--- config.mk ---
export PLATFORM = sky130hd
export DESIGN_NAME = order_tx_framer
export DESIGN_NICKNAME = d
export VERILOG_FILES = /design/src/rtl/hft_pkg.sv /design/src/rtl/order_fifo.sv /design/src/rtl/order_tx_framer.sv
export SDC_FILE = /design/constraint.sdc
export NUM_CORES = 1
export LEC_CHECK = 0
export CAP_MARGIN = 10
export CORE_UTILIZATION = 60
export CTS_CLUSTER_SIZE = 28
export DETAILED_ROUTE_END_ITERATION = 8
export PLACE_DENSITY = 0.81
export SLEW_MARGIN = 0
export SYNTH_ARGS = -nofsm -noshare
export SYNTH_HDL_FRONTEND = slang
export SYNTH_SLANG_ARGS = --single-unit
--- constraint.sdc ---
create_clock -name clk -period 7.4 [get_ports clk]
set_input_delay 0.74 -clock clk [delete_from_list [all_inputs] [get_ports clk]]
set_output_delay 0.74 -clock clk [all_outputs]
set_load 0.02 [all_outputs]
--- src/rtl/hft_pkg.sv ---
// Shared types and constants for the order transmit path.
// Latency: n/a (types, constants and a pure combinational helper only).
// Backpressure: n/a.
package hft_pkg;

    localparam logic [7:0] SOF_BYTE  = 8'hA5;
    localparam int         FRAME_LEN = 8;

    // One queued order: 48 bits, addr in the top byte.
    typedef struct packed {
        logic [7:0]  addr;
        logic [7:0]  buysell;
        logic [31:0] timestamp;
    } order_t;

    typedef enum logic {
        IDLE = 1'b0,
        SEND = 1'b1
    } tx_state_t;

    // Byte idx of the fixed 8-byte frame built from one order.
    function automatic logic [7:0] frame_byte(input order_t ord,
                                              input logic [2:0] idx,
                                              input logic [7:0] sof);
        logic [7:0] b;
        case (idx)
            3'd0:    b = sof;
            3'd1:    b = ord.addr;
            3'd2:    b = ord.buysell;
            3'd3:    b = ord.timestamp[31:24];
            3'd4:    b = ord.timestamp[23:16];
            3'd5:    b = ord.timestamp[15:8];
            3'd6:    b = ord.timestamp[7:0];
            default: b = ord.addr ^ ord.buysell ^ ord.timestamp[31:24] ^
                         ord.timestamp[23:16] ^ ord.timestamp[15:8] ^ ord.timestamp[7:0];
        endcase
        return b;
    endfunction

endpackage

--- src/rtl/order_fifo.sv ---
// Synchronous order FIFO, DEPTH entries, extra-MSB pointers for full/empty.
// Latency: a written entry is visible on dout (first-word fall-through) the cycle after push.
// Backpressure: push ignored while full, pop ignored while empty; full_nxt previews fullness after the edge.
module order_fifo #(
    parameter int DEPTH = 4,
    parameter int W     = 48
) (
    input  logic         clk,
    input  logic         reset_n,
    input  logic         push,
    input  logic         pop,
    input  logic [W-1:0] din,
    output logic [W-1:0] dout,
    output logic         full,
    output logic         empty,
    output logic         full_nxt
);

    localparam int AW = $clog2(DEPTH);

    logic [AW:0]  wr_ptr, rd_ptr, wr_ptr_nxt, rd_ptr_nxt;
    logic [W-1:0] mem [DEPTH];
    logic         wr_en, rd_en;

    assign wr_en = push && !full;
    assign rd_en = pop && !empty;

    assign wr_ptr_nxt = wr_ptr + {{AW{1'b0}}, wr_en};
    assign rd_ptr_nxt = rd_ptr + {{AW{1'b0}}, rd_en};

    // Same index with differing wrap bit means every slot is occupied.
    assign full     = (wr_ptr[AW] != rd_ptr[AW]) && (wr_ptr[AW-1:0] == rd_ptr[AW-1:0]);
    assign empty    = (wr_ptr == rd_ptr);
    assign full_nxt = (wr_ptr_nxt[AW] != rd_ptr_nxt[AW]) &&
                      (wr_ptr_nxt[AW-1:0] == rd_ptr_nxt[AW-1:0]);
    assign dout     = mem[rd_ptr[AW-1:0]];

    // Pointer registers; reset empties the queue.
    always_ff @(posedge clk or negedge reset_n) begin
        if (!reset_n) begin
            wr_ptr <= '0;
            rd_ptr <= '0;
        end else begin
            wr_ptr <= wr_ptr_nxt;
            rd_ptr <= rd_ptr_nxt;
        end
    end

    // Storage array; contents are don't-care until written.
    always_ff @(posedge clk) begin
        if (wr_en) begin
            mem[wr_ptr[AW-1:0]] <= din;
        end
    end

endmodule

--- src/rtl/order_tx_framer.sv ---
// Queues orders and serializes each into an 8-byte frame (SOF, addr, buysell, ts x4, xor checksum).
// Latency: order strobed at edge E0 into an idle, empty framer shows byte 0 after edge E1; 8 cycles/frame min.
// Backpressure: bytes hold while byte_ready=0; tx_busy flags a full queue and further orders are dropped and counted.
module order_tx_framer
    import hft_pkg::*;
#(
    parameter int         DEPTH = 4,
    parameter logic [7:0] SOF   = SOF_BYTE
) (
    input  logic        clk,
    input  logic        reset_n,
    input  logic [7:0]  tx_addr,
    input  logic [7:0]  tx_buysell,
    input  logic [31:0] tx_timestamp,
    input  logic        tx_dv,
    output logic        tx_busy,
    output logic [7:0]  byte_out,
    output logic        byte_dv,
    input  logic        byte_ready,
    output logic        frame_active,
    output logic [7:0]  drop_count
);

    order_t    new_ord, head_ord, hold_q;
    tx_state_t state_q, state_d;
    logic [2:0] idx_q;
    logic       pop;
    logic       fifo_full, fifo_empty, fifo_full_nxt;

    assign new_ord = '{addr: tx_addr, buysell: tx_buysell, timestamp: tx_timestamp};

    order_fifo #(
        .DEPTH (DEPTH),
        .W     ($bits(order_t))
    ) u_fifo (
        .clk      (clk),
        .reset_n  (reset_n),
        .push     (tx_dv),
        .pop      (pop),
        .din      (new_ord),
        .dout     (head_ord),
        .full     (fifo_full),
        .empty    (fifo_empty),
        .full_nxt (fifo_full_nxt)
    );

    // Framing FSM next state and byte-side outputs; outputs are zero outside SEND.
    always_comb begin
        state_d      = state_q;
        pop          = 1'b0;
        byte_dv      = 1'b0;
        frame_active = 1'b0;
        byte_out     = 8'h00;
        case (state_q)
            IDLE: begin
                if (!fifo_empty) begin
                    pop     = 1'b1;
                    state_d = SEND;
                end
            end
            SEND: begin
                byte_dv      = 1'b1;
                frame_active = 1'b1;
                byte_out     = frame_byte(hold_q, idx_q, SOF);
                if (byte_ready && (idx_q == 3'(FRAME_LEN - 1))) begin
                    state_d = IDLE;
                end
            end
            default: state_d = IDLE;
        endcase
    end

    // State, holding register and byte index; idx wraps to 0 after the last byte.
    always_ff @(posedge clk or negedge reset_n) begin
        if (!reset_n) begin
            state_q <= IDLE;
            hold_q  <= '0;
            idx_q   <= '0;
        end else begin
            state_q <= state_d;
            if (pop) begin
                hold_q <= head_ord;
                idx_q  <= '0;
            end else if (state_q == SEND && byte_ready) begin
                idx_q <= idx_q + 3'd1;
            end
        end
    end

    // Busy mirrors queue fullness after the edge; drops are judged on fullness before it.
    always_ff @(posedge clk or negedge reset_n) begin
        if (!reset_n) begin
            tx_busy    <= 1'b0;
            drop_count <= 8'h00;
        end else begin
            tx_busy <= fifo_full_nxt;
            if (tx_dv && fifo_full && drop_count != 8'hFF) begin
                drop_count <= drop_count + 8'd1;
            end
        end
    end

endmodule

==> flow_metrics.py <==
metrics = {
    "critical_path": {
        "critPathMaxFanout": 22,
        "criticalPathCategory": "flip-flop to primary output",
        "critPathBufInv": 2,
        "endpoint_kind": "primary output",
        "path_cells": "inv_1 -> ha_1 -> or4_1 -> nand4_1 -> o211a_1 -> clkdlybuf4s50_1",
        "rrSetupSlack_ns": 4.32,
        "crit_required_ns": 6.66,
        "crit_slowest_cell": "dfrtp_1",
        "max_stage_delay_ns": 0.85,
        "cp.arrival_ns": 3.89,
        "startpoint_type": "flip-flop",
        "critical_path.top_delay_family": "simple AND/OR/NAND/NOR gates",
    },
    "cts": {
        "clock-sinks": 259,
        "tritoncts": "built",
        "clk_latency_ns": 0.52,
        "htree_num_levels": 1,
        "post-cts-setup-buffers": 0,
        "clk_pin_slew_ns": 0.06,
        "root_buffer": "clkbuf_16",
        "ctsHoldBuffers": 0,
        "ctsResizeCount": 0,
        "cts-buffers-inserted": 25,
        "clockBufferDepth": 3,
    },
    "routing": {
        "drt_iter0_drc": 375,
        "dr_total_vias": 5265,
        "wl_per_cell_um": 23.1,
        "routed_wirelength_um": 20000,
        "drc": 0,
        "first_pass_iters": 5,
        "ant_nets": 0,
        "viasPerCell": 6.07,
    },
    "power": {
        "powerDensity_mw_per_mm2": 458,
        "ir_worst_vdd_uv": 359,
        "power.leakage_nw": 4.43,
    },
    "floorplanning": {
        "start_util_pct": 61.4,
        "core_mm2": 0.0173,
        "ios": 71,
        "die_height_um": 135,
        "dieWidth_um": 135,
        "row_count": 48,
        "die-area_mm2": 0.0182,
    },
    "global_route": {
        "grt_pass1_vias": 5607,
        "track_usage_pct": 23.6,
        "grt_remaining_overflow": 0,
        "grt_max_degree": 68,
        "grt_pass1_wl_um": 32000,
        "antenna_found_initial": 0,
    },
    "layout": {
        "multi_input_area_mm2": 0.00301,
        "regArea_mm2": 0.00745,
        "n_fill_cell": 1012,
        "fin_cells": 867,
        "diodes": 0,
        "drive_above_1_share_pct": 26.2,
        "nets": 686,
        "area_growth_pct": 16.8,
        "mostFrequentLayoutCells": "edfxtp_1, clkdlybuf4s50_1, dfrtp_1",
        "layout_commonest_cell": "edfxtp_1",
    },
    "yosys": {
        "ys.flop_type": "edfxtp_1",
        "synth_top_area_share_pct": 54.3,
        "avgSynthCellArea_um2": 19.6,
        "synth.net_count": 606,
        "syn_inst": 543,
        "ys_async_sr_fraction_pct": 25.9,
        "synth-seq-area-share_pct": 70.1,
        "synth-seq-cells": 259,
        "yosys.area.top_type": "edfxtp_1",
        "ys_types": 43,
        "synth_warnings": 0,
        "synth.area.top_cells": "edfxtp_1, dfrtp_1, mux4_2",
        "netlist_area_mm2": 0.0106,
        "synth-edff-count": 192,
    },
    "sta": {
        "fin_worst_skew_ns": 0.00961,
        "setup_viol": 0,
        "period_needed_ns": 4.63,
        "slew_headroom_pct": 34.5,
        "setup_ws_ns": 2.77,
        "fin_tns_setup_ns": 0,
        "period_share_pct": 62.6,
        "finalMaxSlewViolations": 0,
        "rsz0062_at_grt": "false",
        "finalHoldViolations": 0,
        "tightestPinTransition_ns": 0.982,
        "fmax_mhz": 216,
    },
    "placement": {
        "dp.cells": 821,
        "portBuffers": 70,
        "place.detailed.hpwl_um": 12200,
        "dp_slack_ns": 3.36,
        "gp_congestion": 0.873,
    },
    "worst_hold_path": {
        "min_path_type": "input pin to asynchronous set/reset pin",
    },
    "status": {
        "outcome": "finished clean",
    },
    "flow_run": {
        "cap_viol_max_count": 0,
    },
}
[final timing paths]
check / from / end / cells past startpoint
max: idx_q[2] / byte_out[5] / 6
min: reset_n / drop_count[5] / 2
max reg2reg: u_fifo.rd_ptr[1] / tx_busy / 9
min reg2reg: drop_count[6] / drop_count[6] / 1
max in group asynchronous: reset_n / u_fifo.rd_ptr[0] / 2
min in group clk: drop_count[6] / drop_count[6] / 1
[cell type report]
| type | instances | share of cell area [%] |
|---|---|---|
| tap | 225 | 2.27 |
| multi-input combinational | 253 | 24.3 |
| sequential | 259 | 60.0 |
| inverter | 4 | 0.121 |
| clock buffer | 35 | 5.85 |
| clock inverter | 11 | 1.24 |
| timing repair buffer | 80 | 6.21 |
[cells by family after synthesis]
group                      share of synthesized area [%]
and+or+nand+nor                                     2.51
AOI/OAI and AO/OA                                   2.44
DFF                                                 70.1
muxes                                               17.2
buffers and inverters                               1.72
adders and majority gates                           1.30
xor gates and xnor gates                            4.78
[flip-flops by register name (all words and copies together) (netlist names)]
register / flops
drop_count: 8
hold_q: 48
idx_q: 3
state_q: 1
tx_busy: 1
u_fifo.mem: 192
u_fifo.rd_ptr: 3
u_fifo.wr_ptr: 3
[routing by layer]
layer | wire length (um) | track usage [%] | up-vias
met5 | 0 | 0 | -
met2 | 10500 | 40.8 | 179
li1 | - | - | 2306
met3 | 1030 | 3.27 | 40
met4 | 421 | 6.05 | 0
met1 | 8040 | 31.9 | 2740
[Yosys cell counts, types with 3 or more instances]
cell type,count
a32o_1,3
a222oi_1,4
o211a_1,8
nor4_1,4
nor3b_1,3
mux2_2,51
dfrtp_1,67
buf_4,3
xor2_1,18
xnor2_1,35
mux2_4,10
nand4_1,5
nor2_1,3
edfxtp_1,192
mux4_2,48
clkbuf_1,8
nand2_1,15
ha_1,11
nand3_1,5
inv_1,4
buf_6,6
buf_2,8
nor3_1,3
[power by group]
group,total (W),leakage [nW],internal [W],switching (W)
Clock,0.00134,0.429,0.000823,0.000512
Combinational,0.00207,1.42,0.00106,0.00101
Sequential,0.00228,2.58,0.00200,0.000287
[metrics by stage]
step	utilization, %	instance area (um^2)	total power, W	hold WS, ns
floorplan	-	10600	0.00375	0.444
global placement	66.6	11500	0.00427	0.479
detailed placement	66.6	11500	0.00436	0.507
CTS	71.7	12400	0.00572	0.441
global route	71.7	12400	0.00595	0.484
finish	71.7	12400	0.00568	0.405
No activity file was read; power rests on OpenSTA's default activity.
